### src/rtl/round_palette_ctrl.sv
// Banked 12-bit colour palette: reset-time fill, frame-synchronous bank select/blink, 2-cycle read.
// Optional fade-in on the output stage is compiled in by defining PALETTE_FADE_EN.
module round_palette_ctrl #(
  parameter int INDEX_W      = 4,
  parameter int NUM_BANKS    = 2,
  parameter int BLINK_FRAMES = 30
) (
  input  logic                         Clk,
  input  logic                         Reset,
  input  logic                         frame_start,
  input  logic                         pix_valid,
  input  logic [INDEX_W-1:0]           index,
  input  logic [$clog2(NUM_BANKS)-1:0] bank_sel,
  input  logic                         blink_en,
  input  logic                         wr_en,
  input  logic [$clog2(NUM_BANKS)-1:0] wr_bank,
  input  logic [INDEX_W-1:0]           wr_addr,
  input  logic [11:0]                  wr_data,
  output logic                         init_busy,
  output logic [3:0]                   red,
  output logic [3:0]                   green,
  output logic [3:0]                   blue,
  output logic                         rgb_valid
);
  // state | meaning
  // INIT  | filling every entry, one per cycle, bank-major; writes/frames ignored
  // RUN   | normal display reads, host writes and bank switching
  localparam logic [0:0] ST_INIT = 1'b0;
  localparam logic [0:0] ST_RUN  = 1'b1;

  localparam int BANK_W = $clog2(NUM_BANKS);
  localparam int ADDR_W = BANK_W + INDEX_W;
  localparam int DEPTH  = NUM_BANKS * (2 ** INDEX_W);
  localparam logic [ADDR_W-1:0] INIT_LAST  = ADDR_W'(DEPTH - 1);
  localparam logic [7:0]        BLINK_LAST = 8'(BLINK_FRAMES - 1);

  logic [0:0]        r_state;
  logic [ADDR_W-1:0] r_init_addr;
  logic [BANK_W-1:0] r_active_bank;
  logic [7:0]        r_blink_cnt;
  logic              r_phase;
  logic [11:0]       r_mem [0:DEPTH-1];
  logic [11:0]       r_rd_data;
  logic              r_vld1;
  logic              r_vld2;
  logic [11:0]       r_rgb;

  logic              w_run;
  logic              w_wr_ok;
  logic [BANK_W-1:0] w_bank_alt;
  logic [11:0]       w_init_data;
  logic [11:0]       w_stage2;

  assign w_run       = (r_state == ST_RUN);
  assign w_wr_ok     = !Reset && w_run && wr_en && (int'(wr_bank) < NUM_BANKS);
  assign w_bank_alt  = (int'(bank_sel) >= NUM_BANKS - 1) ? '0 : bank_sel + BANK_W'(1);
  assign w_init_data = (r_init_addr[INDEX_W-1:0] == '0) ? 12'h000 : 12'h8D0;

  always_ff @(posedge Clk) begin
    if (Reset) begin
      r_state       <= ST_INIT;
      r_init_addr   <= '0;
      r_active_bank <= '0;
      r_blink_cnt   <= '0;
      r_phase       <= 1'b0;
    end else begin
      case (r_state)
        ST_INIT: begin
          if (r_init_addr == INIT_LAST) begin
            r_init_addr <= '0;
            r_state     <= ST_RUN;
          end else begin
            r_init_addr <= r_init_addr + ADDR_W'(1);
          end
        end
        default: begin
          if (frame_start) begin
            if (!blink_en) begin
              r_active_bank <= bank_sel;
              r_blink_cnt   <= '0;
              r_phase       <= 1'b0;
            end else begin
              // the phase held during the frame that just ended selects the new bank
              r_active_bank <= r_phase ? w_bank_alt : bank_sel;
              if (r_blink_cnt == BLINK_LAST) begin
                r_blink_cnt <= '0;
                r_phase     <= ~r_phase;
              end else begin
                r_blink_cnt <= r_blink_cnt + 8'd1;
              end
            end
          end
        end
      endcase
    end
  end

  // read-first storage: the registered read sees the value before a same-edge write
  always_ff @(posedge Clk) begin
    if (r_state == ST_INIT) begin
      r_mem[r_init_addr] <= w_init_data;
    end else if (w_wr_ok) begin
      r_mem[{wr_bank, wr_addr}] <= wr_data;
    end
    r_rd_data <= r_mem[{r_active_bank, index}];
  end

`ifdef PALETTE_FADE_EN
  logic [3:0] r_fade_level;

  always_ff @(posedge Clk) begin
    if (Reset) begin
      r_fade_level <= '0;
    end else if (w_run && frame_start && (r_fade_level != 4'hF)) begin
      r_fade_level <= r_fade_level + 4'd1;
    end
  end

  function automatic logic [3:0] fade_ch(input logic [3:0] c, input logic [3:0] lvl);
    return 4'(({4'b0000, c} * ({4'b0000, lvl} + 8'd1)) >> 4);
  endfunction

  assign w_stage2 = {fade_ch(r_rd_data[11:8], r_fade_level),
                     fade_ch(r_rd_data[7:4],  r_fade_level),
                     fade_ch(r_rd_data[3:0],  r_fade_level)};
`else
  assign w_stage2 = r_rd_data;
`endif

  always_ff @(posedge Clk) begin
    if (Reset) begin
      r_vld1 <= 1'b0;
      r_vld2 <= 1'b0;
      r_rgb  <= '0;
    end else begin
      r_vld1 <= pix_valid && w_run;
      r_vld2 <= r_vld1;
      r_rgb  <= r_vld1 ? w_stage2 : 12'h000;
    end
  end

  assign init_busy          = (r_state == ST_INIT);
  assign {red, green, blue} = r_rgb;
  assign rgb_valid          = r_vld2;
endmodule

### config.mk
export PLATFORM = sky130hd
export DESIGN_NAME = round_palette_ctrl
export DESIGN_NICKNAME = d
export VERILOG_FILES = /design/src/rtl/round_palette_ctrl.sv
export SDC_FILE = /design/constraint.sdc
export NUM_CORES = 1
export LEC_CHECK = 0
export ABC_AREA = 1
export CORE_MARGIN = 2
export CORE_UTILIZATION = 43
export CTS_BUF_LIST = sky130_fd_sc_hd__clkbuf_16
export DETAILED_ROUTE_END_ITERATION = 6
export PLACE_DENSITY_LB_ADDON = 0.08
export SLEW_MARGIN = 20
export SYNTH_ARGS = -nofsm -noshare
export SYNTH_HDL_FRONTEND = slang
export SYNTH_SLANG_ARGS = --single-unit
### constraint.sdc
create_clock -name Clk -period 3.28 [get_ports Clk]
set_clock_uncertainty 0.15 [all_clocks]
set_input_delay 0.656 -clock Clk [delete_from_list [all_inputs] [get_ports Clk]]
set_output_delay 0.656 -clock Clk [all_outputs]
set_load 0.02 [all_outputs]
==> results.py, run 1 <==
metrics = {
    "status": {
        "outcome": "finished, final reports clean",
    },
    "cts": {
        "cts_sinks": 426,
        "path_clk_slew_ns": 0.06,
        "insertion_delay_ns": 0.57,
        "cts_tree": "yes",
        "cts_max_path_buffers": 3,
        "cts_buffers": 45,
        "htree_levels": 2,
        "cts_setup_buffers": 0,
        "cts_hold_repair.buffers": 0,
        "cts_resized": 0,
        "root_buffer": "clkbuf_16",
    },
    "timing": {
        "fin_setup_tns_ns": 0,
        "setup_ws_ns": 0.5410,
        "min_period_over_period": 0.8351,
        "rsz0062_at_grt": "false",
        "fmax_ghz": 0.3651,
        "hold_viol_final": 0,
        "slew_headroom": 0.3182,
        "finalMaxSlewViolations": 0,
        "min_period_ns": 2.739,
        "tightestPinTransition_ns": 1.023,
        "setup_viol": 0,
    },
    "layout": {
        "fin_nets": 1655,
        "layout-drive-gt1-share": 0.09596,
        "multi_input_area_sq_um": 4254,
        "fillers": 3578,
        "areaGrowthSynthToFinish_pct": 15.77,
        "seqCellArea_sq_um": 12370,
        "antennaDiodeCount": 0,
    },
    "grt": {
        "grt_pass1_wl_um": 68760,
        "grt_max_degree": 79,
        "grt.overflow.total": 0,
        "grtUsageTotal": 0.2252,
        "antenna_found_initial": 1,
        "first_global_vias": 11030,
    },
    "setup_path": {
        "critPathArrivalTime_ns": 1.93,
        "cp.required_ns": 2.47,
        "critPathMaxFanout": 10,
        "r2r_slack_ns": 0.96,
        "path_class": "reg -> out",
        "cp-start-kind": "flip-flop",
        "crit_path_end_kind": "primary output",
    },
    "logic_synthesis": {
        "avgSynthCellArea_sq_um": 11.10,
        "synth_commonest_cells": "569 x nand2_1, 384 x edfxtp_1, 291 x nand3_1",
        "ys_warn_count": 0,
        "syn-num-nets": 1584,
        "netlist_area_sq_um": 17220,
        "synth_seq_cells": 426,
        "synth_edf_count": 384,
        "synth_largest_area_cell": "edfxtp_1",
        "dominantRegCellSynth": "edfxtp_1",
        "synth-seq-area-share": 0.7187,
        "syn_inst": 1551,
        "synth_cell_types": 25,
        "synth.area.top_cells": "edfxtp_1 67%, nand2_1 12%, nand3_1 8.5%, dfxtp_1 4.9%, buf_2 1.5%",
        "ys_async_sr_fraction": 0,
        "yosysMostFrequentCell": "nand2_1",
        "synth_top_cell_area_share": 0.6698,
    },
    "placed_design": {
        "io_buffers": 41,
        "hpwl_um": 27990,
        "gp_congestion": 0.8168,
        "pre_cts_ws_ns": 0.1792,
    },
    "route": {
        "wl_um": 46090,
        "vias_per_cell": 5.181,
        "drcViolationCount": 0,
        "dr.pass1.iters": 5,
        "ant_nets": 0,
        "routedWlPerCell_um": 21.12,
        "num_vias": 11310,
        "drtIter0Drc": 848,
    },
    "floorplan": {
        "ios": 42,
        "core-area_sq_um": 39640,
        "start_util": 0.4343,
        "die_area_sq_um": 41650,
        "die_width_um": 204.1,
        "row_count": 73,
        "die_y_um": 204.1,
    },
    "power_and_ir_drop": {
        "ir_worst_vdd_uv": 414.9,
        "powerDensity_nw_per_um2": 575.3,
        "total_leakage_power_nw": 7.491,
    },
    "hold_path": {
        "holdCritPathClass": "reg -> reg",
    },
    "run": {
        "cap_violations": 0,
    },
}
==> where the power goes <==
part           total (mW)  internal, mW  switching, mW  leakage, nW
Sequential           6.02          6.00         0.0213         3.54
Clock                4.64          2.58           2.06        0.714
Combinational       0.797         0.223          0.574         3.24
Total                11.5          8.81           2.66         7.49
==> final cells by class <==
type,instances,area share
Clock buffer,47,0.05901
Timing Repair Buffer,108,0.05430
Clock inverter,35,0.007910
Inverter,60,0.01161
Multi-Input combinational cell,981,0.2134
Sequential cell,426,0.6208
Tap cell,525,0.03296
==> through the flow <==
stage	utilization	std cells	power, mW	hold WS, ns	area, sq um
2_1_floorplan	-	1551	6.588	0.2436	17220
3_3_place_gp	0.4691	2100	6.937	0.2676	18600
3_5_place_dp	0.4691	2100	6.942	0.2678	18600
4_1_cts	0.5028	2182	11.57	0.2624	19930
5_1_grt	0.5028	2182	11.86	0.3005	19930
6_report	0.5028	2182	11.47	0.2689	19930
==> registers in the layout, indices dropped and copies added, names as in the netlist <==
signal	count
r_rgb	12
rgb_valid	1
r_blink_cnt	8
r_vld1	1
r_init_addr	5
r_active_bank	1
r_mem	384
r_rd_data	12
r_phase	1
r_state	1
==> per-layer routing <==
layer	global-route usage	vias to the layer above	wire length, um
li1	-	5444	-
met5	0	-	0
met3	0.03492	80	2542
met2	0.3602	317	21850
met1	0.3123	5464	20400
met4	0.08307	0	1301
==> worst max-delay path, stage by stage, from the launching register on <==
cell and delay, ns:
dfxtp_1 0.34, buf_4 0.20, inv_1 0.19, clkdlybuf4s50_1 0.64
==> cells in the final DEF, fill, tap and decap left out, drive strengths merged, types with 11 or more instances in the layout <==
cell type / Yosys / final
buf: 63 / 70
clkbuf: 21 / 47
clkdlybuf4s50: 0 / 38
clkinv: 0 / 26
dfxtp: 42 / 42
edfxtp: 384 / 384
inv: 60 / 69
nand2: 570 / 570
nand3: 295 / 295
nor2: 67 / 67
nor3: 11 / 11
o21ai: 15 / 15
==> final timing paths <==
path / start / end / depth (start not counted)
max: r_state / init_busy / 3
min: r_rd_data[2] / r_rgb[2] / 2
max reg2reg: r_state / r_mem[21][7] / 6
min reg2reg: r_rd_data[2] / r_rgb[2] / 2
==> cell families after synthesis <==
| kind of cell | share of synthesized area |
|---|---|
| buffers and inverters | 0.03627 |
| AOI/OAI and AO/OA | 0.008940 |
| DFF | 0.7187 |
| and+or+nand+nor | 0.2310 |
| adders and majority gates | 0.003634 |
| xor gates and xnor gates | 0.001527 |
Power figures use the tool's default switching activity.
==> run 2, diff against run 1 <==
==> constraint.sdc (replaced) <==
create_clock -name Clk -period 2.6 [get_ports Clk]
set_clock_uncertainty 0.15 [all_clocks]
set_input_delay 0.52 -clock Clk [delete_from_list [all_inputs] [get_ports Clk]]
set_output_delay 0.52 -clock Clk [all_outputs]
set_load 0.02 [all_outputs]
==> run 2 against run 1 <==
Net effect: die area is the same; largest power group unchanged; critical path depth grew 6; power grew 28%; critical path type is now in -> reg.
==> results.py, run 2 (synthesis results as in run 1) <==
metrics = {
    "status": {
        "outcome": "finished, final reports clean",
    },
    "grt": {
        "grt.overflow.total": 0,
        "grt_max_degree": 85,
        "grt_pass1_wl_um": 67860,
        "antenna_found_initial": 0,
        "first_global_vias": 11230,
        "grtUsageTotal": 0.2212,
    },
    "setup_path": {
        "crit_path_end_kind": "flip-flop",
        "crit_slowest_cell": "nor2_2",
        "cp.required_ns": 2.65,
        "cp-start-kind": "input pin",
        "crit_buf_inv": 4,
        "r2r_slack_ns": 0.34,
        "critPathArrivalTime_ns": 2.40,
        "critPathMaxFanout": 12,
        "crit_path_max_incr_delay_ns": 0.52,
        "path_class": "in -> reg",
        "path_cells": "clkdlybuf4s50_1, inv_2, nand3_4, nand2_1, o21ai_1, inv_1, nand3_1, buf_4, nor2_2",
        "crit_family": "simple AND/OR/NAND/NOR gates",
    },
    "route": {
        "drtIter0Drc": 983,
        "ant_nets": 0,
        "vias_per_cell": 5.165,
        "routedWlPerCell_um": 20.55,
        "drcViolationCount": 0,
        "dr.pass1.iters": 5,
        "num_vias": 11400,
        "wl_um": 45350,
    },
    "layout": {
        "largest_reg_flops": 384,
        "largest_register": "r_mem",
        "antennaDiodeCount": 0,
        "final_cell_mix": "569 x nand2_1, 384 x edfxtp_1, 291 x nand3_1",
        "layout-drive-gt1-share": 0.1076,
        "multi_input_area_sq_um": 4269,
        "reg_top3": "r_mem: 384 flops, r_rd_data: 12 flops, r_rgb: 12 flops",
        "seqCellArea_sq_um": 12370,
        "fin_nets": 1678,
        "fin_util": 0.5119,
        "mostFrequentLayoutCell": "nand2_1",
        "fillers": 3570,
        "areaGrowthSynthToFinish_pct": 17.86,
    },
    "cts": {
        "cts_tree": "yes",
        "htree_levels": 2,
        "cts_hold_repair.buffers": 0,
        "root_buffer": "clkbuf_16",
        "insertion_delay_ns": 0.57,
        "path_clk_slew_ns": 0.06,
        "cts_max_path_buffers": 3,
        "cts_buffers": 46,
        "cts_sinks": 426,
    },
    "power_and_ir_drop": {
        "ir_worst_vdd_uv": 566.4,
        "total_leakage_power_nw": 7.656,
        "powerDensity_nw_per_um2": 721.6,
    },
    "placed_design": {
        "io_buffers": 41,
        "hpwl_um": 28020,
        "gp_congestion": 0.8225,
        "pre_cts_ws_ns": -0.6627,
    },
    "timing": {
        "setup_ws_ns": 0.2501,
        "fin_setup_tns_ns": 0,
        "min_period_over_period": 0.9038,
        "slew_headroom": 0.5270,
        "rsz0062_at_grt": "false",
        "finalMaxSlewViolations": 0,
        "setup_viol": 0,
        "hold_viol_final": 0,
        "fmax_ghz": 0.4256,
        "tightestPinTransition_ns": 0.7087,
        "min_period_ns": 2.350,
    },
    "floorplan": {
        "core-area_sq_um": 39640,
        "die_y_um": 204.1,
        "ios": 42,
        "start_util": 0.4343,
        "die_area_sq_um": 41650,
        "row_count": 73,
        "die_width_um": 204.1,
    },
    "hold_path": {
        "holdCritPathClass": "reg -> reg",
    },
    "run": {
        "cap_violations": 0,
    },
}
-- run 2: what timing repair did --
item | in CTS | in global routing
setup endpoints to repair | 25 | 36
resized for setup | 4 | 3
buffers inserted | 0 | 0
-- run 2: area by class of cell --
| class | instances | share of cell area |
|---|---|---|
| flip-flops and latches | 426 | 0.6097 |
| inverters | 60 | 0.01141 |
| multi-input cells | 981 | 0.2104 |
| clock inverters | 38 | 0.009928 |
| repair buffers | 130 | 0.06820 |
| clock buffers | 47 | 0.05796 |
| well taps | 525 | 0.03237 |
-- run 2: where the power goes --
group | leakage, nW | switching, mW | internal, mW
Sequential | 3.54 | 0.0255 | 7.57
Clock | 0.738 | 2.62 | 3.37
Combinational | 3.38 | 0.728 | 0.335
Total | 7.66 | 3.37 | 11.3
-- run 2: worst min-delay path: cells and delay by family (launching register included) --
kind                   cells  cell delay, ns
and+or+nand+nor            1            0.04
buffers and inverters      1            0.04
DFF                        1            0.30
-- run 2: final timing paths --
check / startpoint / to / cells past startpoint
setup / recovery: Reset / r_mem[1][1] / 9
hold / removal: r_rd_data[7] / r_rgb[7] / 2
setup reg to reg: r_state / r_mem[1][1] / 7
hold reg to reg: r_rd_data[7] / r_rgb[7] / 2
-- run 2: stage by stage --
step / std cells / power [mW] / hold slack [ns] / instance area (sq um)
2_1_floorplan: 1551 / 8.311 / 0.2436 / 17220
3_3_place_gp: 2122 / 8.808 / 0.2548 / 18900
6_report: 2207 / 14.64 / 0.2660 / 20290
3_5_place_dp: 2122 / 8.814 / 0.2560 / 18900
4_1_cts: 2207 / 14.79 / 0.2682 / 20280
5_1_grt: 2207 / 15.14 / 0.2934 / 20290
-- run 2: layer usage --
metal	share of wire	vias to the layer above	wire length, um	track usage
li1	-	5489	-	-
met1	0.44	5565	20090	0.3027
met2	0.48	281	21750	0.3605
met3	0.051	64	2328	0.03412
met4	0.026	0	1180	0.07712
met5	0	-	0	0
